<file path="config.mk">
export PLATFORM = sky130hd
export DESIGN_NAME = axi_ahb_master_bridge
export DESIGN_NICKNAME = d
export VERILOG_FILES = /design/src/rtl/axi_ahb_master_bridge.sv
export SDC_FILE = /design/constraint.sdc
export NUM_CORES = 1
export LEC_CHECK = 0
export ABC_AREA = 1
export BUFFER_PORTS_ARGS = -buffer_cell sky130_fd_sc_hd__buf_4
export CORE_UTILIZATION = 49
export CTS_CLUSTER_DIAMETER = 60
export DETAILED_ROUTE_END_ITERATION = 10
export GPL_TIMING_DRIVEN = 0
export HOLD_SLACK_MARGIN = 0.02
export PLACE_DENSITY = 0.83
export SLEW_MARGIN = 5
export SYNTH_ARGS = -nofsm -noshare
export SYNTH_HDL_FRONTEND = slang
export SYNTH_SLANG_ARGS = --single-unit
</file>
<file path="constraint.sdc">
create_clock -name clk -period 3.6 [get_ports clk]
set_input_delay 0.54 -clock clk [delete_from_list [all_inputs] [get_ports clk]]
set_output_delay 0.54 -clock clk [all_outputs]
set_load 0.005 [all_outputs]
</file>
<file path="src/rtl/axi_ahb_master_bridge.sv">
// AXI4-Lite slave to AHB-Lite master bridge: one outstanding single transfer,
// alternating write/read grant when both are pending, optional hready timeout.
module axi_ahb_master_bridge #(
   parameter int         TIMEOUT_CYCLES = 256,
   parameter logic [2:0] HBURST_SINGLE  = 3'b000
) (
   input  logic        clk,
   input  logic        reset,
   input  logic [31:0] awaddr,
   input  logic [2:0]  awprot,
   input  logic        awvalid,
   output logic        awready,
   input  logic [31:0] wdata,
   input  logic [3:0]  wstrb,
   input  logic        wvalid,
   output logic        wready,
   output logic [1:0]  bresp,
   output logic        bvalid,
   input  logic        bready,
   input  logic [31:0] araddr,
   input  logic [2:0]  arprot,
   input  logic        arvalid,
   output logic        arready,
   output logic [31:0] rdata,
   output logic [1:0]  rresp,
   output logic        rvalid,
   input  logic        rready,
   output logic [31:0] haddr,
   output logic [1:0]  htrans,
   output logic        hwrite,
   output logic [2:0]  hsize,
   output logic [2:0]  hburst,
   output logic [3:0]  hprot,
   output logic [31:0] hwdata,
   input  logic [31:0] hrdata,
   input  logic        hready,
   input  logic        hresp
);
   localparam int               CNT_W   = $clog2(TIMEOUT_CYCLES + 2);
   localparam logic [CNT_W-1:0] TO_LAST = CNT_W'((TIMEOUT_CYCLES > 0) ? TIMEOUT_CYCLES - 1 : 0);
   localparam logic [1:0] RESP_OKAY    = 2'b00;
   localparam logic [1:0] RESP_SLVERR  = 2'b10;
   localparam logic [1:0] TRANS_IDLE   = 2'b00;
   localparam logic [1:0] TRANS_NONSEQ = 2'b10;

   typedef enum logic [2:0] {IDLE, ADDR, DATA, WRESP, RRESP} state_t;
   state_t state, state_nxt;

   logic             prefer_rd;
   logic [CNT_W-1:0] to_cnt;
   logic [1:0]       resp_q;
   logic             wr_pend, rd_pend, wr_grant, rd_grant, to_hit;
   logic [5:0]       strb_dec;

   // Returns {legal, hsize, haddr[1:0]} for a write strobe pattern.
   function automatic logic [5:0] decode_strb(input logic [3:0] strb);
      case (strb)
         4'b1111: decode_strb = {1'b1, 3'b010, 2'b00};
         4'b0011: decode_strb = {1'b1, 3'b001, 2'b00};
         4'b1100: decode_strb = {1'b1, 3'b001, 2'b10};
         4'b0001: decode_strb = {1'b1, 3'b000, 2'b00};
         4'b0010: decode_strb = {1'b1, 3'b000, 2'b01};
         4'b0100: decode_strb = {1'b1, 3'b000, 2'b10};
         4'b1000: decode_strb = {1'b1, 3'b000, 2'b11};
         default: decode_strb = 6'b000000;
      endcase
   endfunction

   assign strb_dec = decode_strb(wstrb);
   assign wr_pend  = reset & awvalid & wvalid;
   assign rd_pend  = reset & arvalid;
   assign wr_grant = wr_pend & (~rd_pend | ~prefer_rd);
   assign rd_grant = rd_pend & (~wr_pend | prefer_rd);
   assign to_hit   = (TIMEOUT_CYCLES > 0) && !hready && (to_cnt == TO_LAST);
   assign hburst   = HBURST_SINGLE;
   assign bresp    = resp_q;
   assign rresp    = resp_q;

   always_ff @(posedge clk or negedge reset) begin
      if (!reset) state <= IDLE;
      else        state <= state_nxt;
   end

   always_comb begin
      state_nxt = state;
      awready   = 1'b0;
      wready    = 1'b0;
      arready   = 1'b0;
      bvalid    = 1'b0;
      rvalid    = 1'b0;
      htrans    = TRANS_IDLE;
      case (state)
         IDLE: begin
            awready = wr_grant;
            wready  = wr_grant;
            arready = rd_grant;
            if (wr_grant)      state_nxt = strb_dec[5] ? ADDR : WRESP;
            else if (rd_grant) state_nxt = ADDR;
         end
         ADDR: begin
            htrans = TRANS_NONSEQ;
            if (hready)      state_nxt = DATA;
            else if (to_hit) state_nxt = hwrite ? WRESP : RRESP;
         end
         DATA: begin
            if (hready || to_hit) state_nxt = hwrite ? WRESP : RRESP;
         end
         WRESP: begin
            bvalid = 1'b1;
            if (bready) state_nxt = IDLE;
         end
         RRESP: begin
            rvalid = 1'b1;
            if (rready) state_nxt = IDLE;
         end
         default: state_nxt = IDLE;
      endcase
   end

   always_ff @(posedge clk or negedge reset) begin
      if (!reset) begin
         prefer_rd <= 1'b0;
         to_cnt    <= '0;
         resp_q    <= RESP_OKAY;
         rdata     <= '0;
         haddr     <= '0;
         hwrite    <= 1'b0;
         hsize     <= '0;
         hprot     <= '0;
         hwdata    <= '0;
      end else begin
         // Stall counter restarts whenever the FSM changes state.
         if (state_nxt != state)
            to_cnt <= '0;
         else if ((state == ADDR || state == DATA) && !hready)
            to_cnt <= to_cnt + 1'b1;

         if (state == IDLE && wr_grant) begin
            haddr     <= {awaddr[31:2], strb_dec[1:0]};
            hsize     <= strb_dec[4:2];
            hwrite    <= 1'b1;
            hwdata    <= wdata;
            hprot     <= {2'b00, awprot[0], ~awprot[2]};
            resp_q    <= strb_dec[5] ? RESP_OKAY : RESP_SLVERR;
            prefer_rd <= 1'b1;
         end else if (state == IDLE && rd_grant) begin
            haddr     <= {araddr[31:2], 2'b00};
            hsize     <= 3'b010;
            hwrite    <= 1'b0;
            hprot     <= {2'b00, arprot[0], ~arprot[2]};
            resp_q    <= RESP_OKAY;
            prefer_rd <= 1'b0;
         end else if (state == DATA && hready) begin
            resp_q <= hresp ? RESP_SLVERR : RESP_OKAY;
            if (!hwrite) rdata <= hrdata;
         end else if ((state == ADDR || state == DATA) && to_hit) begin
            resp_q <= RESP_SLVERR;
            if (!hwrite) rdata <= '0;
         end
      end
   end
endmodule

</file>
==> run_summary.xml <==
<?xml version="1.0" encoding="UTF-8"?>
<metrics>
  <group name="yosys">
    <metric name="synth_edf_count" unit="">0</metric>
    <metric name="synth_top_cell_by_area" unit="">sky130_fd_sc_hd__dfrtp_1</metric>
    <metric name="syn_inst" unit="">615</metric>
    <metric name="synthFlopType" unit="">sky130_fd_sc_hd__dfrtp_1</metric>
    <metric name="synth_register_bits" unit="">114</metric>
    <metric name="synthesis.area" unit="sq um">5100</metric>
    <metric name="yosysSeqAreaShare" unit="">0.560</metric>
    <metric name="synthesis.area_per_instance" unit="sq um">8.29</metric>
    <metric name="synth.area.top_cells" unit="">sky130_fd_sc_hd__dfrtp_1 (56%), sky130_fd_sc_hd__nand2_1 (17%), sky130_fd_sc_hd__o21ai_0 (6.9%)</metric>
    <metric name="yosysWarningCount" unit="">0</metric>
    <metric name="synth_top_area_share" unit="">0.560</metric>
    <metric name="synth.lib_cells_used.distinct" unit="">32</metric>
    <metric name="async_reset_ff_frac" unit="">1.00</metric>
  </group>
  <group name="die">
    <metric name="die_area" unit="sq um">10800</metric>
    <metric name="ios" unit="">265</metric>
    <metric name="placement_rows" unit="">36</metric>
    <metric name="die_width" unit="um">104</metric>
    <metric name="fp.coreArea" unit="sq um">9910</metric>
    <metric name="die-height" unit="um">104</metric>
    <metric name="initial_util" unit="">0.514</metric>
  </group>
  <group name="clock_network">
    <metric name="htreeDepth" unit="">4</metric>
    <metric name="cts_root_buf" unit="">sky130_fd_sc_hd__clkbuf_8</metric>
    <metric name="cts_tree" unit="">yes</metric>
    <metric name="tritoncts_num_sinks" unit="">114</metric>
    <metric name="clock_latency" unit="ns">0.50</metric>
    <metric name="post_cts.repair.setup_buffers" unit="">0</metric>
    <metric name="cts.repair.resized" unit="">0</metric>
    <metric name="ctsLongestPathBuffers" unit="">2</metric>
    <metric name="clk_transition_reported_paths" unit="ns">0.05</metric>
    <metric name="cts-buffers-inserted" unit="">17</metric>
    <metric name="cts_hold_repair.buffers" unit="">0</metric>
  </group>
  <group name="routing">
    <metric name="vias" unit="">5230</metric>
    <metric name="drc" unit="">0</metric>
    <metric name="ant_nets" unit="">0</metric>
    <metric name="finalWirelength" unit="um">15400</metric>
    <metric name="number_of_detailed_route_iterations_in_the_first_pass" unit="">5</metric>
    <metric name="routed_wire_length_per_instance" unit="um">14.9</metric>
    <metric name="viasPerCell" unit="">5.05</metric>
    <metric name="dr.first_iter.drc_count" unit="">325</metric>
  </group>
  <group name="worst_hold_path">
    <metric name="worstHoldPathType" unit="">in -&gt; async</metric>
  </group>
  <group name="timing">
    <metric name="rsz0062_at_grt" unit="">no</metric>
    <metric name="timing_max_transition_violations_final" unit="">0</metric>
    <metric name="relSlewSlack" unit="">0.316</metric>
    <metric name="hold_ws" unit="ns">0.197</metric>
    <metric name="clock.fmax" unit="MHz">319</metric>
    <metric name="worst_slew_pin_slew" unit="ns">1.03</metric>
    <metric name="final.period_utilization" unit="">0.872</metric>
    <metric name="report.final.setup_viol" unit="">0</metric>
    <metric name="timing_hold_violations_final" unit="">0</metric>
    <metric name="min_period" unit="ns">3.14</metric>
    <metric name="clock_tree_skew_after_final_layout" unit="ns">0.00801</metric>
    <metric name="sum_neg_setup_slack" unit="ns">0</metric>
  </group>
  <group name="outcome">
    <metric name="status" unit="">completed</metric>
  </group>
  <group name="global_route">
    <metric name="groute.usage.overall" unit="">0.291</metric>
    <metric name="overflow" unit="">0</metric>
    <metric name="grt_antenna_before_repair" unit="">0</metric>
    <metric name="grt_start_max_net_pins" unit="">117</metric>
    <metric name="first_global_vias" unit="">5266</metric>
    <metric name="wire_length_of_the_first_global_routing_pass" unit="um">24800</metric>
  </group>
  <group name="flow_run">
    <metric name="max_capacitance_violation_count" unit="">0</metric>
  </group>
  <group name="power_and_ir_drop">
    <metric name="worst_case_vdd_ir_drop" unit="uV">448</metric>
    <metric name="power.density" unit="nW/um^2">719</metric>
    <metric name="p_leak" unit="nW">4.07</metric>
  </group>
  <group name="finish">
    <metric name="diodes" unit="">0</metric>
    <metric name="num-fill-cells" unit="">752</metric>
    <metric name="finalNonFillerCells" unit="">1035</metric>
    <metric name="finish.net_count" unit="">1040</metric>
    <metric name="register_area" unit="sq um">2850</metric>
    <metric name="area_taken_by_multi_input_logic_gates" unit="sq um">1960</metric>
    <metric name="layout-drive-gt1-share" unit="">0.356</metric>
    <metric name="post-route-cell-area" unit="sq um">7700</metric>
    <metric name="syn_to_final_growth" unit="%">51.1</metric>
  </group>
  <group name="critical_path">
    <metric name="cp_data_required_time" unit="ns">3.06</metric>
    <metric name="rrSetupSlack" unit="ns">1.28</metric>
    <metric name="critPathLaunchType" unit="">input pin</metric>
    <metric name="critical_path_peak_fanout" unit="">116</metric>
    <metric name="endpoint_arrival_time_on_the_critical_path" unit="ns">2.60</metric>
    <metric name="worst_setup_path_end_kind" unit="">primary output</metric>
    <metric name="ws_path_type" unit="">in -&gt; out</metric>
  </group>
  <group name="placed_design">
    <metric name="gpl.final_weighted_congestion" unit="">0.883</metric>
    <metric name="detailed_place_hpwl" unit="um">11400</metric>
    <metric name="dpl-instance-area" unit="sq um">7170</metric>
    <metric name="port_buffers" unit="">249</metric>
    <metric name="placed_cells_incl_taps" unit="">1005</metric>
  </group>
</metrics>
[final timing paths]
path                         endpoint       start  cells past startpoint
max                            wready       reset                      9
min                         haddr[26]       reset                      1
max reg2reg                 rdata[24]   to_cnt[0]                     12
min reg2reg                hwdata[23]  hwdata[23]                      2
max in group asynchronous   to_cnt[1]       reset                      1
min in group clk            hwdata[5]    wdata[5]                      3
[layer usage]
layer,up-vias,global-route usage,wire [um],part of all wire
met5,-,0,0,0
met2,241,0.507,7830,0.51
met1,2454,0.331,5950,0.39
met4,0,0.141,474,0.031
li1,2499,-,-,-
met3,36,0.0796,1170,0.076
[cells in the mapped netlist, types with 10 or more instances]
cell and n:
sky130_fd_sc_hd__inv_1 17, sky130_fd_sc_hd__o21ai_0 70, sky130_fd_sc_hd__buf_4 12, sky130_fd_sc_hd__nand2_1 231, sky130_fd_sc_hd__nand3_1 10, sky130_fd_sc_hd__buf_2 16
sky130_fd_sc_hd__clkbuf_1 12, sky130_fd_sc_hd__dfrtp_1 114, sky130_fd_sc_hd__nor2_1 62, sky130_fd_sc_hd__a21oi_1 31
[report_power, final]
part | switching [mW] | total [mW] | leakage [nW] | internal [mW]
Sequential | 0.308 | 2.08 | 1.47 | 1.77
Combinational | 0.941 | 1.96 | 2.33 | 1.02
Clock | 0.531 | 1.50 | 0.270 | 0.972
[worst max-delay path, cell delays in order]
cell	delay (ns)
sky130_fd_sc_hd__buf_6	0.73
sky130_fd_sc_hd__nand2_1	0.14
sky130_fd_sc_hd__nor2_1	0.16
sky130_fd_sc_hd__nand2_2	0.12
sky130_fd_sc_hd__inv_2	0.12
sky130_fd_sc_hd__buf_2	0.23
sky130_fd_sc_hd__buf_2	0.26
sky130_fd_sc_hd__buf_4	0.14
sky130_fd_sc_hd__buf_4	0.11
[registers in the layout, summed over array words and instances (netlist names)]
| register | count |
|---|---|
| to_cnt | 9 |
| hwdata | 32 |
| prefer_rd | 1 |
| bresp | 1 |
| state | 3 |
| rdata | 32 |
| hprot | 2 |
| hsize | 2 |
| haddr | 32 |
[cells by family after synthesis]
family                   after synthesis  synth area share
AND/OR/NAND/NOR                      320             0.252
flip-flops                           114             0.560
buffers and inverters                 63            0.0621
other                                  1          0.000736
XOR/XNOR                               5           0.00859
adder cells (fa/ha/maj)                2           0.00491
AO/OA/AOI/OAI                        110             0.112
[cell usage in the layout (no fill, tap or decap), types with 4 or more instances in the layout]
cell type / count
sky130_fd_sc_hd__buf_4: 260
sky130_fd_sc_hd__nand2_1: 231
sky130_fd_sc_hd__dfrtp_1: 114
sky130_fd_sc_hd__o21ai_0: 70
sky130_fd_sc_hd__nor2_1: 62
sky130_fd_sc_hd__a21oi_1: 31
sky130_fd_sc_hd__inv_1: 17
sky130_fd_sc_hd__buf_2: 16
sky130_fd_sc_hd__clkbuf_16: 16
sky130_fd_sc_hd__clkbuf_1: 15
sky130_fd_sc_hd__nand3_1: 10
sky130_fd_sc_hd__conb_1: 9
sky130_fd_sc_hd__clkbuf_8: 5
sky130_fd_sc_hd__clkinv_2: 5
sky130_fd_sc_hd__inv_2: 4
sky130_fd_sc_hd__nand2_2: 4
sky130_fd_sc_hd__xor2_1: 4
[through the flow]
step	total power [mW]	utilization	setup slack, ns
finish	5.54	0.777	0.461
global route	5.87	0.777	0.116
CTS	5.56	0.777	0.426
detailed placement	4.04	0.723	0.424
global placement	3.96	0.723	0.106
floorplan	2.85	-	1.64
[final cells by class]
cell class                 instances  area share
timing repair buffer             249       0.243
clock buffer                      24      0.0624
buffer                            42      0.0309
sequential                       114       0.370
multi-input combinational        446       0.254
tap                              133      0.0216
inverter                          21      0.0102
clock inverter                     6     0.00715
Note: power is estimated with default switching activity, not from simulation.
